==> config.mk <==
export PLATFORM = sky130hd
export DESIGN_NAME = box_drawer_flat
export DESIGN_NICKNAME = d
export VERILOG_FILES = /design/src/rtl/box_drawer_if.sv /design/src/rtl/box_drawer.sv /design/src/flat_wrapper.sv
export SDC_FILE = /design/constraint.sdc
export NUM_CORES = 1
export LEC_CHECK = 0
export CELL_PAD_IN_SITES_DETAIL_PLACEMENT = 1
export CELL_PAD_IN_SITES_GLOBAL_PLACEMENT = 1
export CORE_MARGIN = 2
export CORE_UTILIZATION = 39
export DETAILED_ROUTE_END_ITERATION = 10
export PLACE_DENSITY = 0.79
export SKIP_LAST_GASP = 1
export SYNTH_ARGS = -nofsm -noshare
export SYNTH_HDL_FRONTEND = slang
export SYNTH_SLANG_ARGS = --single-unit
==> constraint.sdc <==
create_clock -name clk -period 6.75 [get_ports clk]
set_input_delay 1.6875 -clock clk [delete_from_list [all_inputs] [get_ports clk]]
set_output_delay 1.6875 -clock clk [all_outputs]
set_load 0.02 [all_outputs]
==> src/rtl/box_drawer_if.sv <==
// rtl/box_drawer_if.sv - request/status and memory write port bundle for box_drawer
interface box_drawer_if;
    logic        start;
    logic        done;
    logic        err;
    logic [10:0] xMin;
    logic [10:0] xMax;
    logic [10:0] yMin;
    logic [10:0] yMax;
    logic [23:0] addr;
    logic [15:0] wrdata;
    logic        wren;
    logic        wrready;

    modport master (
        output start, xMin, xMax, yMin, yMax, wrready,
        input  done, err, addr, wrdata, wren
    );

    modport slave (
        input  start, xMin, xMax, yMin, yMax, wrready,
        output done, err, addr, wrdata, wren
    );
endinterface

==> src/rtl/box_drawer.sv <==
// rtl/box_drawer.sv - writes a solid-colour box outline into the column-major RGB buffer
// Optional feature macro BOX_DRAWER_FILL_EN: write every pixel of the rectangle instead.
module box_drawer #(
    parameter int          WIDTH    = 100,
    parameter int          HEIGHT   = 100,
    parameter logic [15:0] COLOUR_R = 16'd255,
    parameter logic [15:0] COLOUR_G = 16'd0,
    parameter logic [15:0] COLOUR_B = 16'd0
) (
    input  logic         clk,
    input  logic         rst,
    box_drawer_if.slave  bus
);
    localparam logic [10:0] X_LAST     = 11'(WIDTH - 1);
    localparam logic [10:0] Y_LAST     = 11'(HEIGHT * 3 - 3);
    localparam logic [23:0] COL_STRIDE = 24'(HEIGHT * 3);

    typedef enum logic [1:0] {S_IDLE, S_WRITE, S_FINISHED} state_t;

    state_t      state_q;
    logic [10:0] x_q, y_q;
    logic [1:0]  ch_q;
    logic [10:0] xmin_q, xmax_q, ymin_q, ymax_q;
    logic        err_q;

    logic        box_ok;
    logic        full_col;
    logic        col_end;
    logic        last_px;
    logic [10:0] x_d, y_d;

    assign box_ok = (bus.xMin <= bus.xMax) && (bus.xMax <= X_LAST) &&
                    (bus.yMin <= bus.yMax) && (bus.yMax <= Y_LAST) &&
                    ((bus.yMin % 11'd3) == 11'd0) && ((bus.yMax % 11'd3) == 11'd0);

`ifdef BOX_DRAWER_FILL_EN
    assign full_col = 1'b1;
`else
    // Only the two edge columns are drawn top to bottom; interior columns get their end pixels.
    assign full_col = (x_q == xmin_q) || (x_q == xmax_q);
`endif

    always_comb begin
        col_end = (y_q == ymax_q);
        last_px = col_end && (x_q == xmax_q);
        x_d     = x_q;
        y_d     = y_q;
        if (col_end) begin
            x_d = x_q + 11'd1;
            y_d = ymin_q;
        end else if (full_col) begin
            y_d = y_q + 11'd3;
        end else begin
            y_d = ymax_q;
        end
    end

    always_ff @(posedge clk) begin
        if (rst) begin
            state_q <= S_IDLE;
            x_q     <= '0;
            y_q     <= '0;
            ch_q    <= '0;
            xmin_q  <= '0;
            xmax_q  <= '0;
            ymin_q  <= '0;
            ymax_q  <= '0;
            err_q   <= 1'b0;
        end else begin
            case (state_q)
                S_IDLE, S_FINISHED: begin
                    if (bus.start) begin
                        xmin_q <= bus.xMin;
                        xmax_q <= bus.xMax;
                        ymin_q <= bus.yMin;
                        ymax_q <= bus.yMax;
                        err_q  <= !box_ok;
                        if (box_ok) begin
                            x_q     <= bus.xMin;
                            y_q     <= bus.yMin;
                            ch_q    <= 2'd0;
                            state_q <= S_WRITE;
                        end else begin
                            state_q <= S_FINISHED;
                        end
                    end
                end
                S_WRITE: begin
                    if (bus.wrready) begin
                        if (ch_q == 2'd2) begin
                            ch_q <= 2'd0;
                            if (last_px) begin
                                state_q <= S_FINISHED;
                            end else begin
                                x_q <= x_d;
                                y_q <= y_d;
                            end
                        end else begin
                            ch_q <= ch_q + 2'd1;
                        end
                    end
                end
                default: state_q <= S_IDLE;
            endcase
        end
    end

    assign bus.wren   = (state_q == S_WRITE);
    assign bus.done   = (state_q == S_FINISHED);
    assign bus.err    = err_q;
    assign bus.addr   = 24'(x_q) * COL_STRIDE + 24'(y_q) + 24'(ch_q);
    assign bus.wrdata = (ch_q == 2'd0) ? COLOUR_R :
                        (ch_q == 2'd1) ? COLOUR_G : COLOUR_B;
endmodule

==> src/flat_wrapper.sv <==
// flat-port wrapper written by rule: the top's interface ports become plain ports
module box_drawer_flat 
#(
    parameter int          WIDTH    = 100,
    parameter int          HEIGHT   = 100,
    parameter logic [15:0] COLOUR_R = 16'd255,
    parameter logic [15:0] COLOUR_G = 16'd0,
    parameter logic [15:0] COLOUR_B = 16'd0
)
  (clk, rst, bus_start, bus_xMin, bus_xMax, bus_yMin, bus_yMax, bus_wrready, bus_done, bus_err, bus_addr, bus_wrdata, bus_wren);
  box_drawer_if bus_i ();
  input  logic clk;
  input  logic rst;
  input wire logic [$bits(bus_i.start)-1:0] bus_start;
  input wire logic [$bits(bus_i.xMin)-1:0] bus_xMin;
  input wire logic [$bits(bus_i.xMax)-1:0] bus_xMax;
  input wire logic [$bits(bus_i.yMin)-1:0] bus_yMin;
  input wire logic [$bits(bus_i.yMax)-1:0] bus_yMax;
  input wire logic [$bits(bus_i.wrready)-1:0] bus_wrready;
  output wire logic [$bits(bus_i.done)-1:0] bus_done;
  output wire logic [$bits(bus_i.err)-1:0] bus_err;
  output wire logic [$bits(bus_i.addr)-1:0] bus_addr;
  output wire logic [$bits(bus_i.wrdata)-1:0] bus_wrdata;
  output wire logic [$bits(bus_i.wren)-1:0] bus_wren;
  assign bus_i.start = bus_start;
  assign bus_i.xMin = bus_xMin;
  assign bus_i.xMax = bus_xMax;
  assign bus_i.yMin = bus_yMin;
  assign bus_i.yMax = bus_yMax;
  assign bus_i.wrready = bus_wrready;
  assign bus_done = bus_i.done;
  assign bus_err = bus_i.err;
  assign bus_addr = bus_i.addr;
  assign bus_wrdata = bus_i.wrdata;
  assign bus_wren = bus_i.wren;
  box_drawer #(.WIDTH(WIDTH), .HEIGHT(HEIGHT), .COLOUR_R(COLOUR_R), .COLOUR_G(COLOUR_G), .COLOUR_B(COLOUR_B)) u_core (.clk(clk), .rst(rst), .bus(bus_i));
endmodule
==> impl_metrics.env <==
export IMPL_reg2reg_to="u_core.x_q[10]"
export IMPL_max_vdd_ir_drop_mv=0.1355
export IMPL_postSynthCellCount=1162
export IMPL_yosys_warnings=0
export IMPL_overflow=0
export IMPL_status="finished clean"
export IMPL_dp_hpwl_um=21800
export IMPL_synth_area_um2=8568
export IMPL_finalCritPeriodShare=0.9990
export IMPL_nNetsFinal=1430
export IMPL_min_path_cells=2
export IMPL_grt_max_degree=46
export IMPL_synth_top_area_share=0.1659
export IMPL_drive_above_1_share=0.1654
export IMPL_synth_area_top_cells="dfxtp_1 17%, ha_1 12%, nand2_1 6.5%"
export IMPL_grt_busiest_layer="met2"
export IMPL_p_leak_uw=0.004745
export IMPL_synth_commonest_cells="148 x nand2_1, 103 x a21oi_1, 99 x inv_1"
export IMPL_p_per_area_nw_per_um2=161.6
export IMPL_num_vias=8938
export IMPL_die_area_um2=23170
export IMPL_wire_per_inst_um=18.78
export IMPL_cts_buffers=9
export IMPL_num_rows=54
export IMPL_r2r_cells=9
export IMPL_grt_use_total=0.2348
export IMPL_cts_buffer_depth=2
export IMPL_num_antenna_cells=0
export IMPL_cts_tree="done"
export IMPL_critical_path_class="flip-flop to primary output"
export IMPL_antenna_left=0
export IMPL_grt_pass1_wl_um=45770
export IMPL_cp_max_fo=4
export IMPL_synth_edff_count=0
export IMPL_whs_ns=0.4587
export IMPL_use_met1=0.2956
export IMPL_area_growth_synth_to_final_pct=26.46
export IMPL_drc=0
export IMPL_finish_instance_area_um2=10840
export IMPL_ys_seq_elements=71
export IMPL_endpoint_kind="primary output"
export IMPL_post_route_min_period_ns=6.743
export IMPL_cts_root_buf="clkbuf_16"
export IMPL_skew_ns=0.006351
export IMPL_ff2ff_setup_slack_ns=3.55
export IMPL_dr_pass1_iters=5
export IMPL_setup_tns_ns=0
export IMPL_max_slew_margin=0.3756
export IMPL_syn_area_per_cell_um2=7.374
export IMPL_setup_viol=0
export IMPL_worst_pin_slew_ns=0.9248
export IMPL_synthArstFlopShare=0
export IMPL_slew_violations=0
export IMPL_nFillCells=2702
export IMPL_drt_iter0_drc=428
export IMPL_synth_flop_cell="dfxtp_1"
export IMPL_synth_most_common_cell="nand2_1"
export IMPL_ys_seq_area_frac=0.1659
export IMPL_yosysTopAreaCell="dfxtp_1"
export IMPL_vias_per_cell=5.700
export IMPL_holdBufCountCts=0
export IMPL_clk_pin_slew_ns=0.06
export IMPL_io_buffers=79
export IMPL_hold_viol=0
export IMPL_grt_antenna_before_repair=0
export IMPL_drt_total_wl_um=29450
export IMPL_initial_core_util=0.3951
export IMPL_synth_distinct_cells=93
export IMPL_min_to="u_core.ymin_q[10]"
export IMPL_required_ns=5.06
export IMPL_setup_ws_ns=0.006811
export IMPL_max_freq_mhz=148.3
export IMPL_rsz0062_at_grt="true"
export IMPL_io_pin_count=91
export IMPL_grt_pass1_vias=9236
export IMPL_post_dp_cell_area_um2=10070
export IMPL_htree_num_levels=3
export IMPL_met3_usage=0.02304
export IMPL_maxCapViolations=0
export IMPL_min_path_type="flip-flop to flip-flop"
export IMPL_grt_met2_usage=0.4191
export IMPL_worst_ep_arrival_time_ns=5.06
export IMPL_chipWidth_um=152.2
export IMPL_routabilityCongestion=0.8725
export IMPL_hp_start="u_core.ymin_q[10]"
export IMPL_placedCellCount=1548
export IMPL_startpoint_type="flip-flop"
export IMPL_worstReg2RegStart="u_core.y_q[2]"
export IMPL_core_area_um2=21690
export IMPL_clock_latency_ns=0.35
export IMPL_final_cells=1568
export IMPL_pre_cts_slack_ns=-0.3857
export IMPL_die_h_um=152.2
export IMPL_clock_sinks=71
==> sequential cells by signal, indices dropped and copies added, names as in the netlist <==
signal,count
u_core.y_q,11
u_core.xmin_q,11
u_core.xmax_q,11
u_core.ymin_q,11
u_core.x_q,11
u_core.ymax_q,11
u_core.bus.err,1
u_core.ch_q,2
u_core.state_q,2
==> worst max path at each step <==
stage	from	endpoint	slack (ns)	cells past startpoint
floorplan	u_core.x_q[8]	bus_addr[19]	0.06	19
global placement	u_core.x_q[5]	bus_addr[19]	-0.20	20
detailed placement	u_core.x_q[6]	bus_addr[19]	-0.39	20
CTS	u_core.x_q[5]	bus_addr[19]	-0.13	20
global route	u_core.x_q[4]	bus_addr[16]	-0.23	24
finish	u_core.x_q[5]	bus_addr[19]	0.007	22
==> cells by family (layout without fill, tap and decap cells) <==
logic type	Yosys count	after routing	share of synthesized area
other	1	11	0.0004377
AOI/OAI and AO/OA	307	307	0.2399
buffers and inverters	180	296	0.09258
xor gates and xnor gates	89	89	0.09098
and+or+nand+nor	395	395	0.2269
DFF	71	71	0.1659
muxes	20	20	0.02555
adders and majority gates	99	99	0.1577
==> metrics by stage <==
step,utilization,total power (uW)
after global routing,0.4996,1849
final,0.4996,1751
after global placement,0.4643,1146
after detailed placement,0.4643,1174
after floorplan,-,934.0
after CTS,0.4819,1712
==> placed cells by master (no fill, tap or decap), types with 11 or more instances in the layout <==
cell type and n:
a21o_1 12, a21oi_1 99, a31oi_1 11, buf_4 99, clkdlybuf4s50_1 69, conb_1 11
dfxtp_1 65, fa_1 14, ha_1 70, ha_4 14, inv_1 96, mux2i_1 14
nand2_1 145, nand3_1 34, nand4_1 11, nor2_1 72, nor2b_1 14, nor3_1 30
nor3b_1 11, nor4_1 12, o211ai_1 11, o21ai_0 46, o21ai_1 12, xnor2_1 33
xor2_1 50
==> routing by layer <==
metal | vias up | share of wire
met1 | 4380 | 0.44
li1 | 4331 | -
met5 | - | 0
met3 | 54 | 0.030
met4 | 0 | 0.027
met2 | 173 | 0.50
==> where the power goes <==
group,switching (uW),internal (uW)
Clock,207,328
Combinational,428,321
Sequential,24.0,441
==> what timing repair did <==
action / 4_1_cts / 5_1_grt
gates resized for setup: 44 / 70
pin swaps: 8 / 39
buffers inserted: 0 / 5
endpoints found under the setup margin: 11 / 11
==> area by class of cell <==
cell class,instances,area [um^2],share of cell area
inverters,101,379.1,0.03499
repair buffers,179,1550,0.1431
multi-input cells,921,6792,0.6268
flip-flops and latches,71,1436,0.1326
well taps,280,350.3,0.03233
clock buffers,9,225.2,0.02079
clock inverters,7,102.6,0.009469
==> worst max-delay path, stage by stage, from the launching register on <==
cell      delay (ns)
dfxtp_4         0.37
ha_4            0.28
ha_4            0.20
ha_1            0.31
inv_1           0.07
fa_1            0.51
inv_1           0.07
ha_4            0.21
a21boi_4        0.15
o21ai_4         0.24
nand2_2         0.10
nor2_4          0.12
nor2_2          0.05
ha_1            0.32
buf_4           0.16
a21oi_2         0.15
o21a_1          0.20
nand4_1         0.18
a211oi_2        0.33
nand3_2         0.14
a211oi_2        0.22
xor2_1          0.18
buf_4           0.16
Note: power is estimated with default switching activity, not from simulation.
